[src/rtl/imm_extend_pipe_if.sv]
// Handshake bundle for imm_extend_pipe: upstream immediate push side and
// downstream extended-result pop side.
interface imm_extend_pipe_if #(
  parameter int IN_W  = 16,
  parameter int OUT_W = 32
);
  logic             in_valid;
  logic             in_ready;
  logic [IN_W-1:0]  in_imm;
  logic [1:0]       in_mode;
  logic             out_valid;
  logic             out_ready;
  logic [OUT_W-1:0] out_data;

  modport master (
    output in_valid, in_imm, in_mode, out_ready,
    input  in_ready, out_valid, out_data
  );

  modport slave (
    input  in_valid, in_imm, in_mode, out_ready,
    output in_ready, out_valid, out_data
  );
endinterface

[src/rtl/imm_extend_pipe.sv]
// Registered immediate extender (sign/zero/upper/branch) behind a 2-entry skid buffer.
// Define IMM_EXT_STATS_EN to add the 16-bit out_count completed-pop counter.
module imm_extend_pipe #(
  parameter int IN_W  = 16,
  parameter int OUT_W = 32
) (
  input  logic             clk,
  input  logic             rst,
  input  logic             flush,
  imm_extend_pipe_if.slave bus
`ifdef IMM_EXT_STATS_EN
  ,
  output logic [15:0]      out_count
`endif
);
  localparam int PAD = OUT_W - IN_W;

  typedef enum logic [1:0] {M_SIGN, M_ZERO, M_UPPER, M_BRANCH} mode_e;

  logic [1:0][OUT_W-1:0] mem;
  logic                  rptr, wptr;
  logic [1:0]            count;
  logic                  push, pop;
  logic [OUT_W-1:0]      sext, ext;

  always_comb begin
    sext = {{PAD{bus.in_imm[IN_W-1]}}, bus.in_imm};
    ext  = sext;
    case (mode_e'(bus.in_mode))
      M_SIGN:   ext = sext;
      M_ZERO:   ext = {{PAD{1'b0}}, bus.in_imm};
      M_UPPER:  ext = {bus.in_imm, {PAD{1'b0}}};
      M_BRANCH: ext = {sext[OUT_W-3:0], 2'b00};
      default:  ext = sext;
    endcase
  end

  // Ready comes from count alone so out_ready never reaches in_ready.
  assign bus.in_ready  = (count != 2'd2);
  assign bus.out_valid = (count != 2'd0);
  assign bus.out_data  = mem[rptr];
  assign push          = bus.in_valid & bus.in_ready;
  assign pop           = bus.out_valid & bus.out_ready;

  always_ff @(posedge clk) begin
    if (rst) begin
      count <= 2'd0;
      rptr  <= 1'b0;
      wptr  <= 1'b0;
      mem   <= '0;
    end else if (flush) begin
      count <= 2'd0;
      rptr  <= 1'b0;
      wptr  <= 1'b0;
    end else begin
      if (push) begin
        mem[wptr] <= ext;
        wptr      <= ~wptr;
      end
      if (pop) rptr <= ~rptr;
      case ({push, pop})
        2'b10:   count <= count + 2'd1;
        2'b01:   count <= count - 2'd1;
        default: count <= count;
      endcase
    end
  end

`ifdef IMM_EXT_STATS_EN
  // A pop squashed by flush never completed, so it is not counted.
  always_ff @(posedge clk) begin
    if (rst)               out_count <= 16'd0;
    else if (pop & ~flush) out_count <= out_count + 16'd1;
  end
`endif
endmodule

[src/flat_wrapper.sv]
// flat-port wrapper written by rule: the top's interface ports become plain ports
module imm_extend_pipe_flat 
#(
  parameter int IN_W  = 16,
  parameter int OUT_W = 32
)
  (clk, rst, flush, bus_in_valid, bus_in_imm, bus_in_mode, bus_out_ready, bus_in_ready, bus_out_valid, bus_out_data);
  imm_extend_pipe_if #(.IN_W(IN_W), .OUT_W(OUT_W)) bus_i ();
  input  logic clk;
  input  logic rst;
  input  logic flush;
  input wire logic [$bits(bus_i.in_valid)-1:0] bus_in_valid;
  input wire logic [$bits(bus_i.in_imm)-1:0] bus_in_imm;
  input wire logic [$bits(bus_i.in_mode)-1:0] bus_in_mode;
  input wire logic [$bits(bus_i.out_ready)-1:0] bus_out_ready;
  output wire logic [$bits(bus_i.in_ready)-1:0] bus_in_ready;
  output wire logic [$bits(bus_i.out_valid)-1:0] bus_out_valid;
  output wire logic [$bits(bus_i.out_data)-1:0] bus_out_data;
  assign bus_i.in_valid = bus_in_valid;
  assign bus_i.in_imm = bus_in_imm;
  assign bus_i.in_mode = bus_in_mode;
  assign bus_i.out_ready = bus_out_ready;
  assign bus_in_ready = bus_i.in_ready;
  assign bus_out_valid = bus_i.out_valid;
  assign bus_out_data = bus_i.out_data;
  imm_extend_pipe #(.IN_W(IN_W), .OUT_W(OUT_W)) u_core (.clk(clk), .rst(rst), .flush(flush), .bus(bus_i));
endmodule
[config.mk]
export PLATFORM = sky130hd
export DESIGN_NAME = imm_extend_pipe_flat
export DESIGN_NICKNAME = d
export VERILOG_FILES = /design/src/rtl/imm_extend_pipe_if.sv /design/src/rtl/imm_extend_pipe.sv /design/src/flat_wrapper.sv
export SDC_FILE = /design/constraint.sdc
export NUM_CORES = 1
export LEC_CHECK = 0
export CAP_MARGIN = 20
export CELL_PAD_IN_SITES_DETAIL_PLACEMENT = 1
export CELL_PAD_IN_SITES_GLOBAL_PLACEMENT = 2
export CORE_MARGIN = 2
export CORE_UTILIZATION = 32
export DETAILED_ROUTE_END_ITERATION = 7
export PLACE_DENSITY_LB_ADDON = 0.1
export SLEW_MARGIN = 10
export SYNTH_ARGS = -nofsm -noshare
export SYNTH_HDL_FRONTEND = slang
export SYNTH_SLANG_ARGS = --single-unit
[constraint.sdc]
create_clock -name clk -period 1.95 [get_ports clk]
set_input_delay 0.39 -clock clk [delete_from_list [all_inputs] [get_ports clk]]
set_output_delay 0.39 -clock clk [all_outputs]
set_load 0.02 [all_outputs]
==> run metrics <==
fin crit share 97.0%; synthesized area per cell 9.15 um2; endpoints failing setup 0; Leakage Power 1.72 nW; total die area 0.0113 mm2; hold depth 2; #FFs+latches synth 68; worst flop-to-flop path endpoint u_core.count[1]; initial drt markers 94; vias in the first global route 3,032; Via Count 2,824; top_reg_cell synth dfxtp_1; Mapped Area 0.00336 mm2; Hold Path Sink u_core.mem[0]; post-synthesis instance total 367; die height 106 um; Setup crit start kind flip-flop; total wire length 9950 um; YS warnings 0; IO Pins 57; Setup CP Type flip-flop to primary output; initial core utilization 32.7%; Final Wtd Congestion 0.778; Critical R2R Launch u_core.count[1]; asr flop ratio synth 0%; top cells by count, synth nor2_1, dfxtp_1, mux2_2, nor3_1, a211oi_2; minimum clock period 1890 ps; Synth area leaders dfxtp_1, mux2_2, nor2_1, a211oi_2, nor3_1; largest net degree at the start of global routing 69; TritonCTS clock tree yes; Crit. End Element primary output; Synth area leader dfxtp_1; grt total ovfl 0; Maximum Capacitance Violations 0; final net count 448; CP arrival 1500 ps; layout cells sized above 1 29.6%; RSZ-0062 raised after global routing no; routed wire length per instance 17.6 um; Root Driver clkbuf_8; total CTS buffers 9; Placed Area 0.00414 mm2; row cnt 37; final instance area 0.00430 mm2; # diodes 0; Clock Path Buffers 2; Slew @ Worst Pin 409 ps; clock skew 11.8 ps; worst min-delay path startpoint u_core.mem[0]; drt pass-1 iters 4; pwr/cell area 833 mW/mm2; core area 0.0103 mm2; r2r setup slk 320 ps; Max-slew headroom 72.8%; setup slack after layout 59.3 ps; Die Wd 106 um; Fin. Hold Viols 0; Max FO, Critical Path 8; Tot GR Track Use 18.7%; initial antenna violation count 0; most frequent cell after synthesis nor2_1; DR vias/cell 5.00; Highest Clock Rate 0.529 GHz; sequential area share after synthesis 40.5%; clock slew at reported path FFs 80 ps; DR DRC count 0; synth unique cells 33; Yosys top cell area share 40.5%; post-route ant nets 0; Hold WS 457 ps; clk_lat worst skew 350 ps; Syn-to-layout area delta 28.1%; Req. time, crit path 1560 ps; first-pass GRT wire length 16,100 um; clock sinks 68; fin. max-slew vios 0; Min-Delay Path Class flip-flop to flip-flop; VDD IR max 0.354 mV; Port Buf Inserts 56; H-tree levels 3; syn nets 391; hpwl dp 6600 um; status completed; DP Worst Slack -29.9 ps; Post-synth EDFFs 0; Reg2Reg Depth 7
what timing repair did:
| item | CTS | global route |
|---|---|---|
| gates resized for setup | 104 | 26 |
| gates cloned | 1 | 0 |
| setup endpoints to repair | 34 | 28 |
| hold buffers | 0 | 0 |
| setup buffers | 0 | 1 |
placed cells by master, fill, tap and decap left out, types with 2 or more instances in the layout:
| cell | netlist | final |
|---|---|---|
| buf_2 | 8 | 28 |
| dfxtp_1 | 68 | 67 |
| xnor2_1 | 3 | 3 |
| nand2_1 | 13 | 13 |
| dlygate4sd2_1 | 0 | 2 |
| bufinv_16 | 0 | 3 |
| nor2_1 | 89 | 89 |
| a21oi_1 | 6 | 6 |
| o21bai_1 | 15 | 15 |
| clkbuf_8 | 0 | 11 |
| buf_12 | 0 | 8 |
| mux2_2 | 32 | 32 |
| xor2_1 | 2 | 2 |
| a211oi_2 | 16 | 16 |
| mux2i_1 | 15 | 15 |
| clkdlybuf4s50_1 | 0 | 21 |
| a22oi_1 | 14 | 14 |
| buf_4 | 8 | 14 |
| clkdlybuf4s15_2 | 0 | 4 |
| nor3_1 | 32 | 32 |
| a211oi_1 | 12 | 12 |
| nor2b_1 | 2 | 2 |
| nor3_2 | 2 | 2 |
sequential cells by signal, summed over array words and instances, names as in the netlist:
register      flops
u_core.rptr       1
u_core.mem       64
u_core.wptr       1
u_core.count      2
where the power goes:
group | internal [mW] | switching [mW]
logic | 0.270 | 0.344
registers | 1.45 | 0.0359
clock network | 0.919 | 0.562
total | 2.64 | 0.942
per-stage QoR:
stage | setup TNS [ps] | total power, mW | util, % | instances
2_1_floorplan | 0 | 1.91 | - | 367
3_3_place_gp | 0 | 2.17 | 40.3 | 547
3_5_place_dp | -76.1 | 2.18 | 40.3 | 547
4_1_cts | -45.2 | 3.66 | 43.4 | 564
5_1_grt | 0 | 3.75 | 41.9 | 565
6_report | 0 | 3.58 | 41.9 | 565
how the worst max path moves through the flow:
stage,endpoint,slack (ps),startpoint
floorplan,u_core.count[1],320,u_core.count[1]
global placement,u_core.mem[49],20,bus_in_mode[1]
detailed placement,u_core.mem[48],-30,bus_in_mode[0]
CTS,bus_out_data[14],-20,u_core.rptr
global route,bus_out_data[18],2,u_core.rptr
finish,bus_out_data[20],60,u_core.rptr
area by class of cell:
class | count | area (um2)
Sequential cell | 68 | 1370
Timing Repair Buffer | 80 | 726
Tap cell | 136 | 170
Multi-Input combinational cell | 264 | 1790
Fill cell | 1237 | 5970
Clock inverter | 4 | 95.1
Inverter | 1 | 3.75
Clock buffer | 12 | 155
routing by layer:
layer	share of wire (%)	global-route usage, %	vias to the layer above
met2	48	31.0	39
met5	0	0	-
met4	1.6	6.68	0
li1	-	-	1392
met3	2.9	3.56	11
met1	48	24.1	1382
worst max-delay path: stages, from the launching register on:
cell             delay [ps]
dfxtp_4                 410
buf_8                   150
mux2_2                  340
clkdlybuf4s15_2         250
logic make-up after synthesis:
group	share of synthesized area, %
adder cells (fa/ha/maj)	0.372
XOR/XNOR	1.30
buffers and inverters	6.26
AO/OA/AOI/OAI	16.2
flip-flops	40.5
multiplexers	15.2
AND/OR/NAND/NOR	20.1
No activity file was read; power rests on OpenSTA's default activity.
==> patch (config.mk and constraints unchanged) <==
`OUT_W` is set to 32 in 3 places; all go to 48.
--- a/src/rtl/imm_extend_pipe_if.sv
+++ b/src/rtl/imm_extend_pipe_if.sv
@@ -4,3 +4,3 @@
   parameter int IN_W  = 16,
-  parameter int OUT_W = 32
+  parameter int OUT_W = 48
 );
--- a/src/rtl/imm_extend_pipe.sv
+++ b/src/rtl/imm_extend_pipe.sv
@@ -4,3 +4,3 @@
   parameter int IN_W  = 16,
-  parameter int OUT_W = 32
+  parameter int OUT_W = 48
 ) (
--- a/src/flat_wrapper.sv
+++ b/src/flat_wrapper.sv
@@ -4,3 +4,3 @@
   parameter int IN_W  = 16,
-  parameter int OUT_W = 32
+  parameter int OUT_W = 48
 )
Interface: changed (resized bus_out_data); port bits go from 57 to 73. No check against the original RTL was run, so the function may have changed too.
==> patch against the unedited design <==
- sequential cell count is 4 higher
- die area up 7.6%
- via count down 1.2%
- sequential power rose by 6%
- routed wire length is 4.5% lower
- global-route usage down 3.0 points
- worst setup slack lost 0.021 ns
- area after synthesis up 7.9%
- critical path depth down 1
- synthesized cell count fell by 6.5%
- combinational power grew 15%
- final area up 13%
- total power is 9.6% higher
==> patch: results (changes against the unedited design) <==
Placement:
- The final weighted congestion in routability-driven placement was 0.736 (-5.4%).
- The number of buffer cells added on primary ports came to 72 (+29%).
- The post-detailed-placement cell area came to 4590 um2 (+11%).
- The cell count after placement came to 539 (-1.5%).

Global route:
- The via count of the first global-routing pass came to 2914 (-3.9%).
- The global-route wire length before repair came to 15500 um (-4.0%).
- The maximum number of pins on one net before global-route repair is 39 (-43%).
- The global routing usage summed across all routing layers is 15.6% (-3.0 points).

Worst setup path:
- The critical path data arrival time is 1.52 ns (+0.02 ns).
- The maximum fanout count along the critical path is 3 (-5).
- The highest-delay cell along the critical path is clkdlybuf4s50_1.
- The longest individual stage delay on the worst path came to 0.54 ns (+0.13 ns).

Logic synthesis:
- The register area share after synthesis was 39.8% (-0.77 points).
- The post-synthesis net count is 367 (-6.1%).
- The count of unique library cells instantiated by Yosys is 30 (-9.1%).
- Yosys attributes the largest share of cell area to dfxtp_1 (40%), a211oi_2 (21%), mux2_2 (11%).

Clock tree:
- The tree is rooted in a clkbuf_16.
- The worst-skew pair later-pin latency is 0.32 ns (-0.03 ns).
- The clock-pin slew of the registers on the worst-case setup and hold paths is 0.06 ns (-0.02 ns).

Power and ir drop:
- The leakage component of the power is 0.00176 uW (+2.1%).
- The maximum ir drop on the vdd rail came to 0.339 mV (-4.4%).

Outcome:
- The flow ran to the end, and the final reports show no timing, DRC or antenna violations.

Cells and area:
- The ratio of cells with drive above 1 in the final layout was 38.4% (+8.8 points).
- The net total in the final layout is 434 (-3.1%).
- The largest registers in the layout are u_core.mem x68, u_core.count x2.

STA:
- The worst max-slew margin expressed relative to the limit is 70.7% (-2.1 points).
- The clock tree skew after final layout is 0.00666 ns (-0.00519 ns).

Routing:
- The number of violations reported at the end of detailed-routing iteration 0 was 72 (-23%).
- The first-pass iteration count of the detailed router is 6 (+2).
- The via count normalized by instance count is 5.04 (+0.79%).
- The post-detailed-route wirelength per cell came to 17.2 um (-2.6%).
-- patch: cell count changes after synthesis, sizes merged, moves of 9 or more --
cell,delta
o21bai,-15
a211oi,+32
buf,+14
nor3,-30
a21oi,+9
nor2,-18
nand2,-12
-- patch: what timing repair did --
| item | CTS | global route |
|---|---|---|
| endpoints found under the setup margin | 48 | 30 |
| hold endpoints to repair | 0 | 0 |
| resized for setup | 55 | 32 |
| cloned | 0 | 0 |
-- patch: path summary, 6_finish.rpt --
kind                                 from                           end  slack, ns  cells after the start
max          u_core.count[1]$_SDFFE_PP0P_                 bus_out_valid       0.04                      2
min           u_core.mem[49]$_SDFFE_PP0P_   u_core.mem[49]$_SDFFE_PP0P_       0.49                      2
max reg2reg  u_core.count[1]$_SDFFE_PP0P_  u_core.count[1]$_SDFFE_PP0P_       0.34                      6
min reg2reg   u_core.mem[49]$_SDFFE_PP0P_   u_core.mem[49]$_SDFFE_PP0P_       0.49                      2
-- patch: where the power goes --
part / switching, uW / internal, uW / total (uW)
Sequential: 38.1 / 1540 / 1580
Clock: 628 / 1020 / 1640
Combinational: 389 / 316 / 706
Total: 1060 / 2870 / 3930
-- patch: cell families (layout without fill, tap and decap cells) --
kind of cell | Yosys count | after routing | synth area share, %
adder cells (fa/ha/maj) | 1 | 1 | 0.345
multiplexers | 42 | 42 | 12.8
AND/OR/NAND/NOR | 84 | 84 | 9.80
flip-flops | 72 | 72 | 39.8
buffers and inverters | 47 | 118 | 9.01
XOR/XNOR | 5 | 5 | 1.21
AO/OA/AOI/OAI | 92 | 92 | 27.1
-- patch: through the flow --
step                util (%)  setup WS [ns]  power (uW)
global placement        41.9         -0.188        2350
global route            44.3       -0.00336        4100
detailed placement      41.9         -0.239        2360
floorplan                  -         0.0907        2060
finish                  44.3         0.0378        3930
CTS                     44.2       0.000874        3980
-- patch: routing by layer --
layer	global-route usage, %	up-vias	part of all wire, %
li1	-	1349	-
met1	21.5	1379	50
met2	24.9	57	46
met3	3.35	6	3.6
met4	4.08	0	0.85
met5	0	-	0
-- patch: final cells by class --
class / count / area [um2]
flip-flops and latches: 72 / 1450
clock buffers: 10 / 239
well taps: 140 / 175
inverters: 1 / 3.75
multi-input cells: 224 / 1860
repair buffers: 102 / 1070
clock inverters: 5 / 57.6
fillers: 1224 / 6090
-- patch: critical path: cells and delay by family, from the launching register on --
family | cells | cell delay (ns)
buf+inv | 1 | 0.54
flops | 1 | 0.33
simple gates | 1 | 0.32
